`src/rtl/imem_pkg.sv`:
```
// Shared definitions for the instruction-memory sequencer: default widths
// and the externally visible state encoding.
package imem_pkg;

    localparam int ADDR_W_DEF = 4;
    localparam int DATA_W_DEF = 8;
    localparam int DEPTH      = 2 ** ADDR_W_DEF;

    typedef enum logic [1:0] {
        ST_IDLE = 2'd0,
        ST_LOAD = 2'd1,
        ST_RUN  = 2'd2,
        ST_HALT = 2'd3
    } state_e;

endpackage

```
`src/rtl/imem_sequencer.sv`:
```
// Owns the single port of the instruction memory: fills it from a byte
// stream, then fetches instructions to the decoder with jump/halt control.
module imem_sequencer
    import imem_pkg::*;
#(
    parameter int ADDR_W = ADDR_W_DEF,
    parameter int DATA_W = DATA_W_DEF
) (
    input  logic              clk,
    input  logic              reset,
    input  logic              load_start,
    input  logic              load_valid,
    input  logic [DATA_W-1:0] load_data,
    input  logic              load_last,
    output logic              load_ready,
    input  logic              run_start,
    input  logic              halt,
    input  logic              jump_en,
    input  logic [ADDR_W-1:0] jump_addr,
    output logic [DATA_W-1:0] instr,
    output logic [ADDR_W-1:0] instr_pc,
    output logic              instr_valid,
    input  logic              instr_ready,
    output logic [ADDR_W-1:0] pc,
    output logic [ADDR_W:0]   load_count,
    output logic [1:0]        state_o,
    output logic              mem_we,
    output logic [ADDR_W-1:0] mem_addr,
    output logic [DATA_W-1:0] mem_wdata,
    input  logic [DATA_W-1:0] mem_rdata
);

    localparam logic [ADDR_W-1:0] PTR_ZERO = {ADDR_W{1'b0}};
    localparam logic [ADDR_W-1:0] PTR_ONE  = {{(ADDR_W-1){1'b0}}, 1'b1};
    localparam logic [ADDR_W-1:0] PTR_LAST = {ADDR_W{1'b1}};
    localparam logic [ADDR_W:0]   CNT_ZERO = {(ADDR_W+1){1'b0}};
    localparam logic [ADDR_W:0]   CNT_ONE  = {{ADDR_W{1'b0}}, 1'b1};

    state_e            state_q, state_d;
    logic [ADDR_W-1:0] pc_q, pc_d;
    logic [ADDR_W-1:0] wr_ptr_q, wr_ptr_d;
    logic [ADDR_W-1:0] rd_pc_q, rd_pc_d;
    logic [ADDR_W-1:0] instr_pc_q, instr_pc_d;
    logic [DATA_W-1:0] instr_q, instr_d;
    logic              instr_valid_q, instr_valid_d;
    logic              inflight_q, inflight_d;
    logic [ADDR_W:0]   load_count_q, load_count_d;
    logic              wr_fire_s;

    // Next-state: priority load_start > halt > jump_en > run_start > fetch.
    always_comb begin
        state_d       = state_q;
        pc_d          = pc_q;
        wr_ptr_d      = wr_ptr_q;
        rd_pc_d       = rd_pc_q;
        instr_pc_d    = instr_pc_q;
        instr_d       = instr_q;
        instr_valid_d = instr_valid_q;
        inflight_d    = inflight_q;
        load_count_d  = load_count_q;
        wr_fire_s     = 1'b0;

        case (state_q)
            ST_IDLE: begin
                if (load_start) begin
                    state_d      = ST_LOAD;
                    wr_ptr_d     = PTR_ZERO;
                    load_count_d = CNT_ZERO;
                end else if (run_start) begin
                    state_d = ST_RUN;
                    pc_d    = PTR_ZERO;
                end else begin
                    state_d = ST_IDLE;
                end
            end
            ST_LOAD: begin
                if (load_start) begin
                    wr_ptr_d     = PTR_ZERO;
                    load_count_d = CNT_ZERO;
                end else if (halt) begin
                    state_d = ST_HALT;
                end else if (load_valid) begin
                    wr_fire_s    = 1'b1;
                    wr_ptr_d     = wr_ptr_q + PTR_ONE;
                    load_count_d = load_count_q + CNT_ONE;
                    if (load_last || (wr_ptr_q == PTR_LAST)) begin
                        state_d       = ST_RUN;
                        pc_d          = PTR_ZERO;
                        instr_valid_d = 1'b0;
                        inflight_d    = 1'b0;
                    end else begin
                        state_d = ST_LOAD;
                    end
                end else begin
                    state_d = ST_LOAD;
                end
            end
            ST_RUN: begin
                if (load_start) begin
                    state_d       = ST_LOAD;
                    wr_ptr_d      = PTR_ZERO;
                    load_count_d  = CNT_ZERO;
                    instr_valid_d = 1'b0;
                    inflight_d    = 1'b0;
                end else if (halt) begin
                    state_d       = ST_HALT;
                    instr_valid_d = 1'b0;
                    inflight_d    = 1'b0;
                end else if (jump_en) begin
                    // Any read issued or in flight now is dropped.
                    pc_d          = jump_addr;
                    instr_valid_d = 1'b0;
                    inflight_d    = 1'b0;
                end else if (inflight_q) begin
                    instr_d       = mem_rdata;
                    instr_pc_d    = rd_pc_q;
                    instr_valid_d = 1'b1;
                    inflight_d    = 1'b0;
                end else if (!instr_valid_q || instr_ready) begin
                    instr_valid_d = 1'b0;
                    inflight_d    = 1'b1;
                    rd_pc_d       = pc_q;
                    pc_d          = pc_q + PTR_ONE;
                end else begin
                    state_d = ST_RUN;
                end
            end
            ST_HALT: begin
                if (load_start) begin
                    state_d      = ST_LOAD;
                    wr_ptr_d     = PTR_ZERO;
                    load_count_d = CNT_ZERO;
                end else if (run_start) begin
                    state_d = ST_RUN;
                end else begin
                    state_d = ST_HALT;
                end
            end
            default: begin
                state_d = ST_IDLE;
            end
        endcase
    end

    // State and datapath registers.
    always_ff @(posedge clk or posedge reset) begin
        if (reset) begin
            state_q       <= ST_IDLE;
            pc_q          <= PTR_ZERO;
            wr_ptr_q      <= PTR_ZERO;
            rd_pc_q       <= PTR_ZERO;
            instr_pc_q    <= PTR_ZERO;
            instr_q       <= {DATA_W{1'b0}};
            instr_valid_q <= 1'b0;
            inflight_q    <= 1'b0;
            load_count_q  <= CNT_ZERO;
        end else begin
            state_q       <= state_d;
            pc_q          <= pc_d;
            wr_ptr_q      <= wr_ptr_d;
            rd_pc_q       <= rd_pc_d;
            instr_pc_q    <= instr_pc_d;
            instr_q       <= instr_d;
            instr_valid_q <= instr_valid_d;
            inflight_q    <= inflight_d;
            load_count_q  <= load_count_d;
        end
    end

    // The memory port is steered by the loader in LOAD, by the pc otherwise.
    assign load_ready  = (state_q == ST_LOAD);
    assign mem_we      = wr_fire_s;
    assign mem_addr    = (state_q == ST_LOAD) ? wr_ptr_q : pc_q;
    assign mem_wdata   = wr_fire_s ? load_data : {DATA_W{1'b0}};
    assign instr       = instr_q;
    assign instr_pc    = instr_pc_q;
    assign instr_valid = instr_valid_q;
    assign pc          = pc_q;
    assign load_count  = load_count_q;
    assign state_o     = state_q;

endmodule

```
`config.mk`:
```
export PLATFORM = sky130hd
export DESIGN_NAME = imem_sequencer
export DESIGN_NICKNAME = d
export VERILOG_FILES = /design/src/rtl/imem_pkg.sv /design/src/rtl/imem_sequencer.sv
export SDC_FILE = /design/constraint.sdc
export NUM_CORES = 1
export LEC_CHECK = 0
export CAP_MARGIN = 20
export CORE_UTILIZATION = 40
export DETAILED_ROUTE_END_ITERATION = 12
export PLACE_DENSITY = 0.78
export REMOVE_ABC_BUFFERS = 1
export SETUP_SLACK_MARGIN = 0.1
export SLEW_MARGIN = 15
export SYNTH_ARGS = -nofsm -noshare
export SYNTH_HDL_FRONTEND = slang
export SYNTH_SLANG_ARGS = --single-unit
```
`constraint.sdc`:
```
create_clock -name clk -period 2 [get_ports clk]
set_input_delay 0.4 -clock clk [delete_from_list [all_inputs] [get_ports clk]]
set_output_delay 0.4 -clock clk [all_outputs]
set_load 0.005 [all_outputs]
```
==> metrics list <==
- TritonCTS built the clock tree.
- Dividing total power by cell area gives a power density of between 1000 and 1500 nW/um2.
- Result of the run: finished, final reports clean
* Wire length after detailed routing: approximately 5000 um
* Finished Cell Area: between 3000 and 4000 um2
* Drt wl/cell: around 16 um
* Reg-to-reg endpoint: pc[1]
- For the pin with the worst max-slew slack, the measured transition is between 400 and 500 ps.
- Overall die area: roughly 4800 um2
- # H-tree levels: 2
- On the critical path, the stage with the largest delay is an instance of sky130_fd_sc_hd__dfrtp_1.
* Data required time of the critical path: 1600 ps
- Relative to the synthesized area, the layout overhead comes to 68.5%.
* Clock Root Buffer: sky130_fd_sc_hd__clkbuf_8
- The final critical path takes up a little over nine tenths of the cycle.
* Utilization after layout: a little over two thirds
- Final Power: ~3.2 mW
* Vertical die dimension: slightly below 70 um
- The biggest area contributor in the post-synthesis netlist is sky130_fd_sc_hd__dfrtp_1.
* Hold buffers post-CTS: 0
- In this run the worst hold path is classified as input pin to async pin.
* Antenna violations before repair: 0
* R2r startpoint: state_o[0]
- Clock skew on the completed layout was measured at about 4 ps.
- Counting the buffers created by CTS gives 5.
* Final routed DRC violation total: 0
- The setup path with the least slack is of type register to output port.
- Netlist area before placement: 1820 um2
- Peak ir drop on the vdd network: roughly 0.00047 V
- The worst setup path is captured at an output port.
- The clock net in this run drives a total of 33 sinks.
- Averaged over all synthesized cells, the footprint is ~11 um2.
- Most used standard cell by instance count after synthesis: sky130_fd_sc_hd__dfrtp_1
- The number of antenna diodes in the final layout is 0.
* Number of warnings printed during yosys synthesis: 0
* Crit start category: register
* GRT Util Overall: between 20% and 30%
- Setup violators final: 0
* Fraction of layout cells with a size suffix above 1: 39.7%
- Clock-pin slew was measured on the worst setup and hold paths at 70 ps.
* Overall die width: between 60 and 70 um
- Number of synthesized register bits: 33
- In this run, the number of DRC markers left after iteration 0 of detailed routing was between 150 and 200.
- Post-layout nets: ~310
* Number of vias per cell: approximately 5.2
- For this run the aggregate overflow at the end of global routing stands at 0.
- Internal reg-to-reg setup slack: approximately 150 ps
- Of all nets on the critical path, the largest fanout is 4.
* Worst Path Arrival: between 1500 and 2000 ps
- Across all layers, the routed design uses about 1700 vias.
* Async SR Flop Fraction: 100%
* Unique cell type count in the Yosys netlist: 39
- The clock period could shrink to about 1900 ps.
- Once the floorplan was initialized, standard cells occupied 41.9% of the core.
- Library cell appearing most often on the critical path: sky130_fd_sc_hd__buf_6
* FMAX: 517 MHz
* Number of hold-slack violations in the final timing report: 0
- Unrepaired setup endpoints after global routing: true
- The critical path goes through inv_2 > ha_4 > buf_6 > buf_6 > mux2_4 > buf_6.
* Slew Viols, Final: 0
- After synthesis, flip-flops and latches occupy 45.3% of the total area.
* Worst skew pair latency: 290 ps
- Placed Instance Area: 2710 um2
- The congestion estimate from routability-driven global placement came to around 0.83.
- Synth area leaders: sky130_fd_sc_hd__dfrtp_1 45%, sky130_fd_sc_hd__mux2_2 12%, sky130_fd_sc_hd__ha_1 4.8%
- Counting flops with a built-in enable in the synthesized netlist gives 0.
- Area share of the largest cell type after synthesis: between 40% and 50%
- Headroom to the max-slew limit came out at around two thirds.
- The tool flagged a number of max-cap violations equal to 0.
- The commonest cells after synthesis are 33 x sky130_fd_sc_hd__dfrtp_1, 20 x sky130_fd_sc_hd__mux2_2, 14 x sky130_fd_sc_hd__nor2_1, 11 x sky130_fd_sc_hd__inv_1, 11 x sky130_fd_sc_hd__nand2_1.
* Count of pins on the block boundary: 67
- Maximum count of clock buffers along a single path: 2
* Detailed-placement wirelength estimate: ~3300 um
- Once routing completed, OpenROAD measured the worst setup slack at 64.3 ps.
- The initialized floorplan defines 24 standard-cell rows.
- Entering global routing, the biggest net connects 24 pins.
- The via count of the first global-routing pass came to between 1500 and 2000.
- Fillers: approximately 310
- Count of antenna-violating nets left after detailed routing: 0
* DR pass1 iterations: 4
- The count of buffers added on input and output ports is 66.
- The worst register-to-register path has a depth of 6.
- For this run, the leading register cell type out of synthesis is sky130_fd_sc_hd__dfrtp_1.
- The first global-routing pass estimated about 8100 um of wire.
- Leakage: around 1.5 nW
- Biggest cell delay along the critical path: slightly below 400 ps
- Worst Setup Slack post-DPL: -414 ps
* Standard cell core area: about 4400 um2
- Synthesis handed over a netlist of 171 instances.
-- report_power, final --
group	internal, mW	switching (mW)
Combinational	0.888	0.680
Clock	0.495	0.260
Sequential	0.785	0.0955
Total	2.17	1.04
-- state kept, by name (all words and copies together) (netlist names) --
| name | cells |
|---|---|
| state_o | 2 |
| load_count | 5 |
| pc | 4 |
| inflight_q | 1 |
| instr | 8 |
| instr_valid | 1 |
| wr_ptr_q | 4 |
| instr_pc | 4 |
| rd_pc_q | 4 |
-- stage by stage --
step,TNS [ps],hold WS [ps],cells
detailed placement,-4410,494,306
floorplan,-90.5,466,164
global placement,-3730,487,306
global route,-27.1,481,329
finish,0,441,329
CTS,-202,446,328
-- worst max-delay path, delay by kind of cell (launching register included) --
kind | cells | cell delay (ps)
buffers and inverters | 4 | 400
flip-flops | 1 | 390
multiplexers | 1 | 290
adder cells (fa/ha/maj) | 1 | 170
-- per-layer routing --
layer,vias to the layer above,track usage [%],share of wire [%]
met5,-,0,0
met4,0,6.80,1.6
met3,9,6.54,6.4
met2,58,34.0,50
met1,824,27.8,42
li1,825,-,-
-- worst max-delay path by stage --
stage                from      endpoint  slack (ps)
4_1_cts        state_o[0]  mem_wdata[0]         -60
6_report       state_o[1]   mem_addr[1]          60
2_1_floorplan  state_o[1]         pc[1]         -90
3_5_place_dp         halt  mem_wdata[6]        -410
5_1_grt        state_o[1]   mem_addr[1]         -10
3_3_place_gp         halt  mem_wdata[0]        -380
-- timing repair --
action | in CTS | in global routing
cloned | 1 | 0
setup endpoints to repair | 15 | 22
pin swaps | 6 | 11
buffers inserted | 13 | 2
gates resized for setup | 49 | 52
-- cell type report --
class | instances | area, um2 | area share (%)
clock buffer | 5 | 68.8 | 2.24
clock inverter | 3 | 65.1 | 2.12
inverter | 11 | 41.3 | 1.34
multi-input combinational | 121 | 1040 | 33.8
sequential | 33 | 826 | 26.9
tap | 52 | 65.1 | 2.12
timing repair buffer | 104 | 970 | 31.6
-- kinds of logic (layout without fill, tap and decap cells) --
| family | Yosys count | in the layout | synth area share [%] |
|---|---|---|---|
| AO/OA/AOI/OAI | 24 | 24 | 10.9 |
| XOR/XNOR | 5 | 5 | 2.40 |
| adder cells (fa/ha/maj) | 7 | 7 | 4.80 |
| buffers and inverters | 18 | 123 | 4.18 |
| flip-flops | 33 | 33 | 45.3 |
| multiplexers | 23 | 23 | 14.1 |
| AND/OR/NAND/NOR | 61 | 62 | 18.4 |
-- placed cells by master (no fill, tap or decap), drive strengths merged, types with 2 or more instances in the layout --
cell,count
buf,48
clkdlybuf4s50,47
dfrtp,33
mux2,21
nor2,14
inv,11
nand2,11
and2,9
clkbuf,7
ha,7
nand4,6
dlygate4sd2,6
xor2,5
and3,5
o21ai,5
nor2b,4
a41oi,3
nand3,3
o31ai,3
a22o,2
a31oi,2
or4b,2
mux2i,2
o221ai,2
a32o,2
bufinv,2
nand2b,2
Note: power is estimated with default switching activity, not from simulation.
